## config.mk

```make
export PLATFORM = sky130hd
export DESIGN_NAME = axi_ddr_rchk
export DESIGN_NICKNAME = d
export VERILOG_FILES = /design/src/rtl/axi_ddr_rchk.sv
export SDC_FILE = /design/constraint.sdc
export NUM_CORES = 1
export LEC_CHECK = 0
export ABC_AREA = 1
export BUFFER_PORTS_ARGS = -buffer_cell sky130_fd_sc_hd__buf_2
export CELL_PAD_IN_SITES_DETAIL_PLACEMENT = 1
export CELL_PAD_IN_SITES_GLOBAL_PLACEMENT = 1
export CORE_MARGIN = 1
export CORE_UTILIZATION = 40
export DETAILED_ROUTE_END_ITERATION = 6
export PLACE_DENSITY_LB_ADDON = 0.2
export SLEW_MARGIN = 10
export SYNTH_ARGS = -nofsm -noshare
export SYNTH_HDL_FRONTEND = slang
export SYNTH_SLANG_ARGS = --single-unit
```

## constraint.sdc

```tcl
create_clock -name aclk -period 6.6 [get_ports aclk]
set_input_delay 1.32 -clock aclk [delete_from_list [all_inputs] [get_ports aclk]]
set_output_delay 1.32 -clock aclk [all_outputs]
set_load 0.02 [all_outputs]
```

## src/rtl/axi_ddr_rchk.sv

```systemverilog
// -----------------------------------------------------------------------------
// axi_ddr_rchk -- AXI4 read-path pattern checker for a DDR/NoC port.
//
// Issues NUM_BURSTS INCR read bursts of BURST_LEN beats each, starting at
// BASE_ADDR, with exactly one burst outstanding at a time. Every returned beat
// is compared against the expected pattern: global beat index k as a 32-bit
// word replicated across the data bus. A beat with bad data, a non-OKAY
// response, a non-zero ID or a misplaced rlast adds one to a saturating error
// count.
//
// Optional feature: define RCHK_TIMEOUT_EN to build a 16-bit watchdog that
// ends a run with timeout=1 after 65535 cycles without an AR or R handshake.
// Without it, timeout is tied to 0.
//
// Ports:
//   aclk, aresetn       clock, synchronous active-low reset
//   start               run request (rising edge, honoured in IDLE/DONE only)
//   busy, done, pass    run status (pass valid while done=1)
//   err_cnt[15:0]       saturating mismatch count
//   timeout             watchdog fired
//   ar*                 AXI read-address master channel
//   r*                  AXI read-data master channel
// -----------------------------------------------------------------------------
module axi_ddr_rchk #(
   parameter int unsigned DATA_W     = 128,
   parameter int unsigned BURST_LEN  = 16,
   parameter int unsigned NUM_BURSTS = 256,
   parameter logic [63:0] BASE_ADDR  = 64'h0
) (
   input  logic              aclk,
   input  logic              aresetn,
   input  logic              start,
   output logic              busy,
   output logic              done,
   output logic              pass,
   output logic [15:0]       err_cnt,
   output logic              timeout,
   output logic              arvalid,
   input  logic              arready,
   output logic [63:0]       araddr,
   output logic [7:0]        arlen,
   output logic [2:0]        arsize,
   output logic [1:0]        arburst,
   output logic [3:0]        arcache,
   output logic [2:0]        arprot,
   output logic [3:0]        arqos,
   output logic              arlock,
   output logic [3:0]        arregion,
   output logic [1:0]        arid,
   output logic [17:0]       aruser,
   input  logic              rvalid,
   output logic              rready,
   input  logic [DATA_W-1:0] rdata,
   input  logic [1:0]        rid,
   input  logic              rlast,
   input  logic [1:0]        rresp
);

   // Byte distance between consecutive bursts; araddr wraps modulo 2^64.
   localparam logic [63:0] STRIDE     = 64'(BURST_LEN) * 64'(DATA_W / 8);
   localparam logic [7:0]  LAST_BEAT  = 8'(BURST_LEN - 1);
   localparam logic [15:0] LAST_BURST = 16'(NUM_BURSTS - 1);
   localparam logic [2:0]  SIZE       = 3'($clog2(DATA_W / 8));

   typedef enum logic [1:0] {IDLE, ADDR, DATA, DONE} state_t;

   state_t       state_q, state_d;
   logic         start_prev_q, start_prev_d;
   logic [15:0]  burst_q, burst_d;
   logic [7:0]   beat_q, beat_d;
   logic [31:0]  beat_idx_q, beat_idx_d;
   logic [63:0]  araddr_q, araddr_d;
   logic [15:0]  err_cnt_q, err_cnt_d;
   logic         arvalid_q, arvalid_d;
   logic         rready_q, rready_d;
   logic         busy_q, busy_d;
   logic         done_q, done_d;
   logic         pass_q, pass_d;
`ifdef RCHK_TIMEOUT_EN
   logic [15:0]  wdog_q, wdog_d;
   logic         timeout_q, timeout_d;
`endif

   logic              start_edge;
   logic              ar_hs;
   logic              r_hs;
   logic              last_beat;
   logic              beat_bad;
   logic [DATA_W-1:0] exp_data;

   // Expected beat: the 32-bit global beat index in every lane.
   for (genvar gi = 0; gi < int'(DATA_W / 32); gi++) begin : g_exp
      assign exp_data[gi*32 +: 32] = beat_idx_q;
   end

   assign start_edge = start & ~start_prev_q;
   assign ar_hs      = arvalid_q & arready;
   assign r_hs       = rready_q & rvalid;
   assign last_beat  = (beat_q == LAST_BEAT);
   // Any combination of faults on one beat is a single error.
   assign beat_bad   = (rdata != exp_data) | (rresp != 2'b00) |
                       (rid != 2'b00) | (rlast != last_beat);

   always_comb begin
      state_d      = state_q;
      start_prev_d = start;
      burst_d      = burst_q;
      beat_d       = beat_q;
      beat_idx_d   = beat_idx_q;
      araddr_d     = araddr_q;
      err_cnt_d    = err_cnt_q;
`ifdef RCHK_TIMEOUT_EN
      wdog_d       = wdog_q;
      timeout_d    = timeout_q;
`endif

      case (state_q)
         IDLE, DONE: begin
            if (start_edge) begin
               state_d    = ADDR;
               burst_d    = 16'd0;
               beat_d     = 8'd0;
               beat_idx_d = 32'd0;
               araddr_d   = BASE_ADDR;
               err_cnt_d  = 16'd0;
`ifdef RCHK_TIMEOUT_EN
               wdog_d     = 16'd0;
               timeout_d  = 1'b0;
`endif
            end
         end
         ADDR: begin
            if (ar_hs) begin
               state_d = DATA;
               beat_d  = 8'd0;
            end
         end
         DATA: begin
            if (r_hs) begin
               if (beat_bad && (err_cnt_q != 16'hFFFF)) begin
                  err_cnt_d = err_cnt_q + 16'd1;
               end
               beat_idx_d = beat_idx_q + 32'd1;
               // Only the beat counter ends a burst; rlast is merely checked.
               if (last_beat) begin
                  beat_d = 8'd0;
                  if (burst_q == LAST_BURST) begin
                     state_d = DONE;
                  end else begin
                     state_d  = ADDR;
                     burst_d  = burst_q + 16'd1;
                     araddr_d = araddr_q + STRIDE;
                  end
               end else begin
                  beat_d = beat_q + 8'd1;
               end
            end
         end
         default: state_d = IDLE;
      endcase

`ifdef RCHK_TIMEOUT_EN
      // The watchdog fires on the edge where it would reach 16'hFFFF.
      if ((state_q == ADDR) || (state_q == DATA)) begin
         if (ar_hs || r_hs) begin
            wdog_d = 16'd0;
         end else if (wdog_q == 16'hFFFE) begin
            wdog_d    = 16'hFFFF;
            state_d   = DONE;
            timeout_d = 1'b1;
         end else begin
            wdog_d = wdog_q + 16'd1;
         end
      end
`endif

      // Status and handshake outputs are registered from the next state.
      arvalid_d = (state_d == ADDR);
      rready_d  = (state_d == DATA);
      busy_d    = (state_d == ADDR) || (state_d == DATA);
      done_d    = (state_d == DONE);
`ifdef RCHK_TIMEOUT_EN
      pass_d    = (state_d == DONE) && (err_cnt_d == 16'd0) && !timeout_d;
`else
      pass_d    = (state_d == DONE) && (err_cnt_d == 16'd0);
`endif
   end

   always_ff @(posedge aclk) begin
      if (!aresetn) begin
         state_q      <= IDLE;
         // Start held high through reset must not look like an edge.
         start_prev_q <= 1'b1;
         burst_q      <= 16'd0;
         beat_q       <= 8'd0;
         beat_idx_q   <= 32'd0;
         araddr_q     <= 64'd0;
         err_cnt_q    <= 16'd0;
         arvalid_q    <= 1'b0;
         rready_q     <= 1'b0;
         busy_q       <= 1'b0;
         done_q       <= 1'b0;
         pass_q       <= 1'b0;
`ifdef RCHK_TIMEOUT_EN
         wdog_q       <= 16'd0;
         timeout_q    <= 1'b0;
`endif
      end else begin
         state_q      <= state_d;
         start_prev_q <= start_prev_d;
         burst_q      <= burst_d;
         beat_q       <= beat_d;
         beat_idx_q   <= beat_idx_d;
         araddr_q     <= araddr_d;
         err_cnt_q    <= err_cnt_d;
         arvalid_q    <= arvalid_d;
         rready_q     <= rready_d;
         busy_q       <= busy_d;
         done_q       <= done_d;
         pass_q       <= pass_d;
`ifdef RCHK_TIMEOUT_EN
         wdog_q       <= wdog_d;
         timeout_q    <= timeout_d;
`endif
      end
   end

`ifdef RCHK_TIMEOUT_EN
   assign timeout = timeout_q;
`else
   assign timeout = 1'b0;
`endif

   assign busy     = busy_q;
   assign done     = done_q;
   assign pass     = pass_q;
   assign err_cnt  = err_cnt_q;
   assign arvalid  = arvalid_q;
   assign rready   = rready_q;
   assign araddr   = araddr_q;
   assign arlen    = LAST_BEAT;
   assign arsize   = SIZE;
   assign arburst  = 2'b01;
   assign arcache  = 4'b0011;
   assign arprot   = 3'b000;
   assign arqos    = 4'b0000;
   assign arlock   = 1'b0;
   assign arregion = 4'b0000;
   assign arid     = 2'b00;
   assign aruser   = 18'd0;

endmodule

```

==> metrics <==
Fin. Hold Viols=0; hold endpoint=beat_q[1]; sequential share of power=39.3%; GPL Wtd Cong=0.861; status=completed; H-tree Lvls=4; 1st-pass router iterations=5; Critical Path RT=6960 ps; Crit path max-delay family=buffers and inverters; Pleak=5.11 nW; Startpoint Class=input port; Die Width=161 um; Yosys cell types=55; crit-path cells=buf_2, nand2_1, inv_1, nand2_1, clkinv_1, a21oi_2, nor2_4, nand2_4, o21ai_1, inv_1, o21ai_0, a21oi_1; initial antenna violation count=1; period utilization=55.7%; Synth-to-Final Area Change=15.7%; Avg Synthesized Cell Area=6.26 um2; HP Class=reg2reg; remaining antenna violation count=0; Die H=161 um; number of endpoints failing setup at the final stage=0; Die Area=25,800 um2; root buffer cell=clkbuf_16; WP buf/inv=4; total power=2.14 mW; Slew @ Worst Pin=1140 ps; asr flop ratio synth=0%; area of the core=24,500 um2; R2R Path End=araddr[12]; max_cap viols=0; NumNets Final=1,939; Final Max Slew Viols=0; cells after synthesis=1,609; WS Path Type=in2reg; area share of the leading cell type in the synthesized netlist=27.0%; DR WL/cell=15.9 um; gr usage total=26.3%; Post-synth EDFFs=0; Reg2Reg Depth=10; f_max=272 MHz; #FFs+latches synth=136; switching part of the total=29.6%; PortBufs=214; first-pass GRT wire length=54,800 um; vias per cell=5.10; CP peak stage delay=850 ps; Worst Path Max Fanout=35; remaining global-route overflow=0; Seq/Total Area, Yosys=27.0%; FF-to-FF setup slack=3270 ps; proportion of layout cells with a drive suffix above 1=16.8%; area leader, netlist=dfxtp_1; total net switching power=0.634 mW; Clock transition at path regs=60 ps; CP max-delay cell=inv_1; CTS Sinks=136; synth top area cells=dfxtp_1, nand2_1, inv_1; Clock power frac=45.0%; post-CTS sizing=0; Comb pwr share=15.7%; clock latency on the worst-skew pair=430 ps; initial cell density of the core=41.1%; Setup crit end kind=flip-flop; TritonCTS clock tree=yes; minimum clock period=3680 ps; Crit path arrival time=4030 ps; Hold WS=497 ps; setup skew after layout=10.2 ps; Residual DRC=0; Post-CTS Hold Buffers=0; maximum resistive drop on vdd=0.150 mV; Ys Warns=0; maximum clock insertion buffer count=2; vias in the first global route=10,800; Slew HR=23.8%; Reg-to-Reg Start=state_q[0]; final wirelength=33,900 um; DR iter-0 viols=470; HPWL Detailed=26,800 um; Top Ports=273; CTS buffer count=17; RSZ-0062 raised after global routing=no; num rows=57; predominant post-synthesis flop cell=dfxtp_1; internal power=1.51 mW; final setup TNS=0 ps; largest net degree at the start of global routing=39; Hold Path Origin=beat_q[1]; PD cells=184 nW/um2; Post-CTS Setup Inserts=0; Post-Syn Area=10,100 um2; vias after detailed routing=10,800; hold path cells=2
[state kept, by name, summed over array words and instances, names as in the netlist]
signal and count:
araddr 56, arvalid 1, beat_idx_q 32, beat_q 8
burst_q 16, busy 1, done 1, err_cnt 16
pass 1, rready 1, start_prev_q 1, state_q 2
[worst min-delay path: stages (launching register included)]
cell and delay, ps:
dfxtp_1 330, nand2_1 70, a21oi_1 50
[area by class of cell]
cell class / count / area, um2
Antenna cell: 1 / 2.50
Clock buffer: 19 / 453
Clock inverter: 12 / 128
Fill cell: 3458 / 12900
Inverter: 221 / 833
Multi-Input combinational cell: 1197 / 6020
Sequential cell: 136 / 2720
Tap cell: 324 / 405
Timing Repair Buffer: 218 / 1100
[Yosys cell counts, drive strengths merged, types with 2 or more instances]
cell    number
ha          10
nand4       42
or2          3
dfxtp      136
nor3        62
conb         2
o21bai       2
xor2        33
nand3       71
a31oi        5
nor3b        4
xnor2       69
nand2      394
nand3b       7
o21ai       64
clkbuf      14
clkinv       4
nor4        23
inv        217
buf         97
o21a        10
a21oi      103
a211oi       8
nor2       218
[power by group through the flow]
stage / combinational (mW) / sequential, mW / clock (mW)
after floorplan: 0.259 / 0.856 / 0
after global placement: 0.323 / 0.861 / 0
after detailed placement: 0.335 / 0.861 / 0
after CTS: 0.339 / 0.843 / 0.977
after global routing: 0.376 / 0.843 / 1.01
final: 0.337 / 0.843 / 0.963
[layout by cell type (no fill, tap or decap), types with 4 or more instances in the layout]
master,n
inv_1,209
nand3_1,66
nor2_4,9
nor3_1,57
clkinv_2,5
o21a_1,10
o21ai_0,58
nor4_1,21
a21oi_1,101
a31oi_1,5
nand3b_1,7
nand2_2,5
nand2_1,387
nand4_1,41
xnor2_1,69
ha_1,10
conb_1,58
nor3_2,4
clkinvlp_4,4
nor2_2,9
buf_4,4
buf_2,214
nand3_2,5
inv_2,7
clkbuf_16,17
dfxtp_1,136
o21ai_1,6
nor2_1,200
a211oi_1,8
xor2_1,33
[cells by family (layout without fill, tap and decap cells)]
family,Yosys count,after routing,synth area share (%)
fa+ha+maj,10,10,1.24
simple gates,827,827,36.6
compound gates,200,200,10.8
xor+xnor,102,102,8.86
other cells,2,59,0.0745
buf+inv,332,470,15.3
flops,136,136,27.0
[per-stage QoR]
step | cell area, um2 | setup slack, ps | std cells | utilization (%)
2_1_floorplan | 10300 | 3600 | 1665 | -
3_3_place_gp | 11100 | 2660 | 2096 | 45.2
3_5_place_dp | 11100 | 2530 | 2096 | 45.2
4_1_cts | 11700 | 2940 | 2127 | 47.5
5_1_grt | 11700 | 2640 | 2128 | 47.6
6_report | 11700 | 2920 | 2128 | 47.6
[how the worst max path moves through the flow]
stage | start | to | slack [ps] | depth (start not counted)
after floorplan | rvalid | beat_idx_q[31] | 3600 | 20
after global placement | rvalid | araddr[17] | 2660 | 12
after detailed placement | rvalid | araddr[12] | 2530 | 12
after CTS | rvalid | araddr[14] | 2940 | 12
after global routing | rvalid | araddr[11] | 2640 | 12
final | rvalid | araddr[12] | 2920 | 12
[per-layer routing]
metal / wire, um / track usage (%)
met2: 16200 / 44.9
met1: 16000 / 34.8
met4: 578 / 7.25
met3: 1090 / 3.33
met5: 0 / 0
(Power assumes the default switching activity.)
